## config.mk

```make
export PLATFORM = sky130hd
export DESIGN_NAME = uart_tx_fifo
export DESIGN_NICKNAME = d
export VERILOG_FILES = /design/src/rtl/uart_tx_fifo.sv
export SDC_FILE = /design/constraint.sdc
export NUM_CORES = 1
export LEC_CHECK = 0
export ABC_CLOCK_PERIOD_IN_PS = 6000
export BUFFER_PORTS_ARGS = -buffer_cell sky130_fd_sc_hd__buf_4
export CAP_MARGIN = 15
export CORE_ASPECT_RATIO = 0.6
export CORE_UTILIZATION = 65
export DETAILED_ROUTE_END_ITERATION = 8
export PLACE_DENSITY_LB_ADDON = 0.3
export SLEW_MARGIN = 30
export SYNTH_ARGS = -nofsm -noshare
export SYNTH_HDL_FRONTEND = slang
export SYNTH_SLANG_ARGS = --single-unit
export TNS_END_PERCENT = 30
```

## constraint.sdc

```tcl
create_clock -name CLK -period 6 [get_ports CLK]
set_clock_uncertainty 0.2 [all_clocks]
set_input_delay 0.6 -clock CLK [delete_from_list [all_inputs] [get_ports CLK]]
set_output_delay 0.6 -clock CLK [all_outputs]
set_load 0.05 [all_outputs]
```

## src/rtl/uart_tx_fifo.sv

```systemverilog
// Buffered 8N1 UART transmitter: byte FIFO feeding an LSB-first serialiser.
// Define UART_TX_PARITY_EN to insert an even-parity bit between data and stop.
module uart_tx_fifo #(
   parameter int CLKS_PER_BIT = 217,
   parameter int FIFO_DEPTH   = 16
) (
   input  logic       CLK,
   input  logic       SW1,
   input  logic [7:0] DATA_IN,
   input  logic       DATA_VALID,
   output logic       READY,
   output logic       TX,
   output logic       BUSY
);

   localparam int AW = $clog2(FIFO_DEPTH);
   localparam int CW = AW + 1;
   localparam int BW = (CLKS_PER_BIT > 1) ? $clog2(CLKS_PER_BIT) : 1;
   localparam logic [CW-1:0] FULL      = CW'(FIFO_DEPTH);
   localparam logic [BW-1:0] BAUD_LAST = BW'(CLKS_PER_BIT - 1);

`ifdef UART_TX_PARITY_EN
   typedef enum logic [2:0] {IDLE, START, DATA, PARITY, STOP} state_t;
`else
   typedef enum logic [1:0] {IDLE, START, DATA, STOP} state_t;
`endif

   state_t        state, state_n;
   logic [BW-1:0] baud, baud_n;
   logic [2:0]    bit_idx, bit_idx_n;
   logic [7:0]    shift, shift_n;
   logic          tx_n;
   logic          baud_last;
   logic          push, pop;
   logic [7:0]    mem [FIFO_DEPTH];
   logic [AW-1:0] rd_ptr, wr_ptr;
   logic [CW-1:0] count;
   logic [7:0]    head;
`ifdef UART_TX_PARITY_EN
   logic          par, par_n;
`endif

   assign READY = (count != FULL) && !SW1;
   assign push  = DATA_VALID && READY;
   assign head  = mem[rd_ptr];
   assign BUSY  = (state != IDLE) || (count != '0);

   always_ff @(posedge CLK) begin
      if (push) mem[wr_ptr] <= DATA_IN;
   end

   always_ff @(posedge CLK) begin
      if (SW1) begin
         rd_ptr <= '0;
         wr_ptr <= '0;
         count  <= '0;
      end else begin
         if (push) wr_ptr <= wr_ptr + 1'b1;
         if (pop)  rd_ptr <= rd_ptr + 1'b1;
         case ({push, pop})
            2'b10:   count <= count + 1'b1;
            2'b01:   count <= count - 1'b1;
            default: ;
         endcase
      end
   end

   always_ff @(posedge CLK) begin
      if (SW1) begin
         state   <= IDLE;
         baud    <= '0;
         bit_idx <= '0;
         shift   <= '0;
         TX      <= 1'b1;
`ifdef UART_TX_PARITY_EN
         par     <= 1'b0;
`endif
      end else begin
         state   <= state_n;
         baud    <= baud_n;
         bit_idx <= bit_idx_n;
         shift   <= shift_n;
         TX      <= tx_n;
`ifdef UART_TX_PARITY_EN
         par     <= par_n;
`endif
      end
   end

   // tx_n is the value TX takes at the next edge, so it always looks one bit ahead.
   always_comb begin
      state_n   = state;
      baud_n    = baud + 1'b1;
      bit_idx_n = bit_idx;
      shift_n   = shift;
      tx_n      = TX;
      pop       = 1'b0;
      baud_last = (baud == BAUD_LAST);
`ifdef UART_TX_PARITY_EN
      par_n     = par;
`endif
      case (state)
         IDLE: begin
            baud_n = '0;
            tx_n   = 1'b1;
            if (count != '0) begin
               pop     = 1'b1;
               shift_n = head;
`ifdef UART_TX_PARITY_EN
               par_n   = ^head;
`endif
               state_n = START;
               tx_n    = 1'b0;
            end
         end
         START: begin
            if (baud_last) begin
               state_n   = DATA;
               baud_n    = '0;
               bit_idx_n = '0;
               tx_n      = shift[0];
            end
         end
         DATA: begin
            if (baud_last) begin
               baud_n = '0;
               if (bit_idx == 3'd7) begin
`ifdef UART_TX_PARITY_EN
                  state_n = PARITY;
                  tx_n    = par;
`else
                  state_n = STOP;
                  tx_n    = 1'b1;
`endif
               end else begin
                  shift_n   = shift >> 1;
                  bit_idx_n = bit_idx + 1'b1;
                  tx_n      = shift[1];
               end
            end
         end
`ifdef UART_TX_PARITY_EN
         PARITY: begin
            if (baud_last) begin
               state_n = STOP;
               baud_n  = '0;
               tx_n    = 1'b1;
            end
         end
`endif
         STOP: begin
            if (baud_last) begin
               baud_n = '0;
               if (count != '0) begin
                  pop     = 1'b1;
                  shift_n = head;
`ifdef UART_TX_PARITY_EN
                  par_n   = ^head;
`endif
                  state_n = START;
                  tx_n    = 1'b0;
               end else begin
                  state_n = IDLE;
                  tx_n    = 1'b1;
               end
            end
         end
         default: begin
            state_n = IDLE;
            tx_n    = 1'b1;
         end
      endcase
   end

endmodule
```

Word level (Yosys, flattened, before mapping). Memory sizes are Yosys's and may differ from the RTL's. A register that Yosys moved wholly into a read port is not among the register bits. Index checks and enable logic that the tools add are counted.

Shifts and indexed selects: 0. Magnitude comparators: 0. Multiply operators: 0. Divide/modulo/power cells: 0. Add/subtract/negate cells: 6. Muxes and demuxes: 32. Reduce and logical (&&, ||, !) cells: 15. Equal/unequal tests: 14. Bitwise operators: 0.

Operators by type and width (number): 2-to-1 mux 8 bit (5); case mux 8 bit (3 select lines) (1); case mux 8 bit (2 select lines) (1); inequality test 2 bit, second input constant (6); 2-to-1 mux 1 bit (10); 2-to-1 mux 2 bit (5); case mux 5 bit (2 select lines) (1); 2-to-1 mux 3 bit (3); adder 4 x 1 -> 4 bit, second input constant (2); adder 8 x 1 -> 8 bit, second input constant (1); == test 8 bit, second input constant (1); 2-to-1 mux 4 bit (2); case mux 2 bit (4 select lines) (1); AND reduction 4 bit (2); == test 2 bit, second input constant (3); case mux 3 bit (2 select lines) (1); nonzero test 2 bit (3); adder 5 x 1 -> 5 bit, second input constant (1); inequality test 5 bit, second input constant (1); AND reduction 5 bit (1); nonzero test 5 bit (1); subtractor 5 x 1 -> 5 bit, second input constant (1); == test 2 x 1 -> 1 bit, second input constant (2); case mux 1 bit (4 select lines) (1); other kinds (10) (11).

Memories kept: 1. Flip-flop bits (word level): 35. ROM bits: 0. Bits in latches: 0. Output and inout port bits: 3. Memory bits (writable): 128. Input port bits: 11.

Memory list: mem (words 16, width 8, rd ports 1, clocked after Yosys merged registers in 1, write ports 1, line 35) `logic [7:0] mem [FIFO_DEPTH];`.

Depth between registers and ports, before layout.
Depth in word-level cells: 6. Gate-level depth with buffers: 15.

Worst setup path after synthesis. Ideal clock, no wire load.

Path kind: reg2reg. Start point: register baud[0]. End point: register count[4]. Data required time: 5.673 ns. Clock period less this slack: 3.416 ns. Setup slack: 2.584 ns. Stages on the path, launching flop included: 16. Data arrival time: 3.089 ns. Path through: dfxtp_1 > inv_1 > ha_1 > and4b_1 > clkbuf_1 > a31oi_2 > nor2_1 > ha_1 > clkbuf_1 > xor2_1 > ha_1 > nand2_1 > mux2_2 > o21ai_0 > nor3_1 > or3b_1.

Word-level cells in the longest chain between the ends: 5. Elaborated cells between the ends (all ways): 7. Those cells by class: eq/ne (3); mux (3); reduce/logical (1).

Ends and longest elaborated chain: start, declared (line 29) `logic [BW-1:0] baud, baud_n;`; start signal, assigned (line 80) `baud <= baud_n;`; == test 8 bit (*) (line 98) `baud_last = (baud == BAUD_LAST);`; 2-to-1 mux 1 bit (*) (line 152) `if (baud_last) begin`; case mux 1 bit (2 select lines) (*) (line 102) `case (state)`; via pop (line 34) `logic push, pop;`; == test 2 x 1 -> 1 bit / == test 2 bit (equally long branches) (line 60) `case ({push, pop})`; case mux 5 bit (2 select lines) / nonzero test 2 bit (equally long branches); end signal, assigned (line 61) `2'b10: count <= count + 1'b1;`; end signal, assigned (line 62) `2'b01: count <= count - 1'b1;`; end, declared (line 37) `logic [CW-1:0] count;`.

The timed path passes the listed nets; every way through them passes the cells marked *. A chain may end at the register's enable or synchronous reset.

Worst setup path in the final report.
Start point: register count[1]. End point: register count[4].

Word-level cells in the longest chain between the ends: 6. Elaborated cells between the ends (all ways): 13. Those cells by class: add/sub (2); eq/ne (3); mux (4); reduce/logical (4).

Ends and longest elaborated chain (line): nonzero test 5 bit (106, 154); 2-to-1 mux 1 bit (106, 154); 2-to-1 mux 1 bit (152); case mux 1 bit (2 select lines) (102); == test 2 x 1 -> 1 bit / == test 2 bit (equally long branches) (60); case mux 5 bit (2 select lines) / nonzero test 2 bit (equally long branches).

Parallel ways exist; a longest one is shown, timed or not.

==> run metrics <==
status=finished, final reports clean; Vias/cell=6.49; GR Overflow Total=0; Cell Area, Synth=0.00713 mm²; Sink Count=167; initial DRC count=361; number of vias in the routed layout=3972; synthesized net count=477; gpl congestion=0.834; Yosys cell types=56; number of diodes=0; min-delay worst type=flop to flop; core area=0.0106 mm²; post-route cell area=0.00785 mm²; Post-synth ARST share=0%; Int Pwr=0.00228 W; setup TNS=0 ns; RSZ-0062 raised after global routing=no; Setup Buffers After CTS=0; WHS Path Cells=2; I/O pin total=14; # resized after CTS=0; Slew Viols, Final=0; CTS tree=built; initial antenna violation count=1; # hold bufs at CTS=0; drt drc=0; WS Path Type=flop to flop; Num CTS Buffers=17; main flop type after synthesis=edfxtp_1; worst-margin pin slew=0.984 ns; Sw Share=32.3%; Clk pwr share=30.1%; worst vdd ir=0.000248 V; final period utilization=65.7%; PD cells=430 mW/mm²; area of the multi-input gates=0.00230 mm²; GRT Util Overall=28.1%; DRT Pass-1 Iters=5; Final min period=3.94 ns; Initial Util=67.1%; synthesized flop and latch total=167; switching power total=0.00109 W; fillers=602; Final Setup Violations=0; H-Tree Depth=4; Max Cap Violations=0; vias in the first global route=3925; dpl hpwl=9220 µm; final wirelength=14300 µm; root buf cell=clkbuf_16; Final Hold Viols=0; antenna violation net count after detailed routing=0; syn avg cell area=15.9 µm²; global-route wire length before repair=22100 µm; die area=0.0114 mm²; Synth warnings=0; worst skew pair latency=0.42 ns; Reg2Reg Depth=11; Die W=137 µm; port bufs=13; Worst EP arrival=4.04 ns; Die Y=83.1 µm; layout cells sized above 1=17.1%; largest net degree at the start of global routing=33; fin nets=488; worst slew margin relative to its limit=34.4%; fmax=254 MHz; Cell Rows=29; Reg power frac=41.9%; Register Area=0.00463 mm²; Comb pwr share=28.0%; Cell Area, Placed=0.00729 mm²; synthesized instance count=449; startpoint class of the critical path=flop; crit path max fanout=13; clk slew on worst S/H paths=0.07 ns; FF-to-FF setup slack=2.06 ns; static leakage=2.58 nW; CP endpoint kind=flop; Post-synth EDFFs=128; area grow syn2layout=10.1%; CTS max path bufs=2; Required @ worst endpoint=6.10 ns; WL per Instance=23.4 µm; register area share after synthesis=64.9%
==> placed cells by master, fill, tap and decap left out, drive strengths merged, types with 15 or more instances in the layout <==
master  instances
a21oi          20
buf            18
clkbuf         20
dfxtp          39
edfxtp        128
ha             17
mux4           40
nand2          18
nor2           40
o21ai          15
==> final cells by class <==
cell class	instances	area share [%]
Sequential cell	167	59.0
Multi-Input combinational cell	244	29.4
Clock buffer	20	5.96
Tap cell	139	2.22
Timing Repair Buffer	18	1.72
Clock inverter	12	1.20
Inverter	12	0.574
==> routing by layer <==
layer	part of all wire, %	wire [µm]	GRT usage, %	up-vias
met4	1.2	176	8.79	2
li1	-	-	-	1782
met1	46	6600	43.7	1984
met2	44	6370	38.4	184
met3	8.1	1160	8.24	20
met5	0.063	9	0	-
==> power by group through the flow <==
stage / clock network [W] / logic, W / registers (W)
4_1_cts: 0.00102 / 0.000928 / 0.00142
6_report: 0.00101 / 0.000945 / 0.00141
3_5_place_dp: 0 / 0.000914 / 0.00144
3_3_place_gp: 0 / 0.000877 / 0.00143
5_1_grt: 0.00107 / 0.00103 / 0.00143
2_1_floorplan: 0 / 0.000770 / 0.00138
==> worst max-delay path, stage by stage (launching register included) <==
cell and delay (ns):
dfxtp_1 0.53, nor4_4 0.12, a21oi_1 0.80, inv_1 0.21
ha_1 0.40, xor2_1 0.19, ha_1 0.26, nand2_1 0.09
mux2_2 0.32, o21ai_0 0.25, nor3_1 0.09, or3b_1 0.35
==> Yosys cell counts, types with 3 or more instances <==
master / number / area (µm²)
o21ai_0: 13 / 65.1
mux4_1: 15 / 394
dfxtp_1: 39 / 781
edfxtp_1: 128 / 3840
xnor2_1: 4 / 35.0
mux2i_1: 7 / 70.1
nand4_1: 5 / 31.3
o2111ai_1: 3 / 26.3
buf_6: 3 / 33.8
ha_1: 17 / 213
nand4b_1: 3 / 26.3
xor2_1: 10 / 87.6
nand3_1: 11 / 55.1
or3_1: 3 / 18.8
mux4_2: 25 / 563
and3b_1: 3 / 26.3
nor2_1: 40 / 150
a21oi_1: 20 / 100
nor3b_1: 3 / 22.5
nor3_1: 7 / 35.0
nand2_1: 18 / 67.6
buf_2: 5 / 25.0
and3_1: 3 / 18.8
inv_1: 12 / 45.0
buf_1: 4 / 15.0
clkbuf_1: 11 / 41.3
nand3b_1: 3 / 22.5
nand2b_1: 3 / 18.8
==> state kept, by name, summed over array words and instances (netlist names), named ones only <==
register / cells
baud: 8
TX: 1
wr_ptr: 4
state: 2
mem: 128
rd_ptr: 4
shift: 8
bit_idx: 3
count: 5
==> kinds of logic (layout without fill, tap and decap cells) <==
kind of cell	count (synthesis)	in the layout	share of synthesized area, %
flops	167	167	64.9
simple gates	109	109	7.86
compound gates	55	55	5.02
mux	49	49	14.7
buf+inv	38	62	2.84
fa+ha+maj	17	17	2.98
xor+xnor	14	14	1.72
==> stage by stage <==
step	std cells	total power, W	hold WS (ns)	setup slack [ns]	util (%)
final	612	0.00337	0.266	2.06	73.8
after global routing	612	0.00353	0.281	1.84	73.8
after CTS	612	0.00337	0.267	2.12	73.8
after detailed placement	580	0.00235	0.250	1.83	68.5
after global placement	580	0.00231	0.244	2.02	68.5
after floorplan	449	0.00215	0.228	2.58	-
==> final timing paths <==
check / endpoint / from
setup reg to reg: count[4]$_SDFFE_PP0P_ / count[1]$_SDFFE_PP0P_
hold / removal: shift[7]$_SDFFE_PP0P_ / shift[7]$_SDFFE_PP0P_
setup / recovery: count[4]$_SDFFE_PP0P_ / count[1]$_SDFFE_PP0P_
hold reg to reg: shift[7]$_SDFFE_PP0P_ / shift[7]$_SDFFE_PP0P_
No activity file was read; power rests on OpenSTA's default activity.
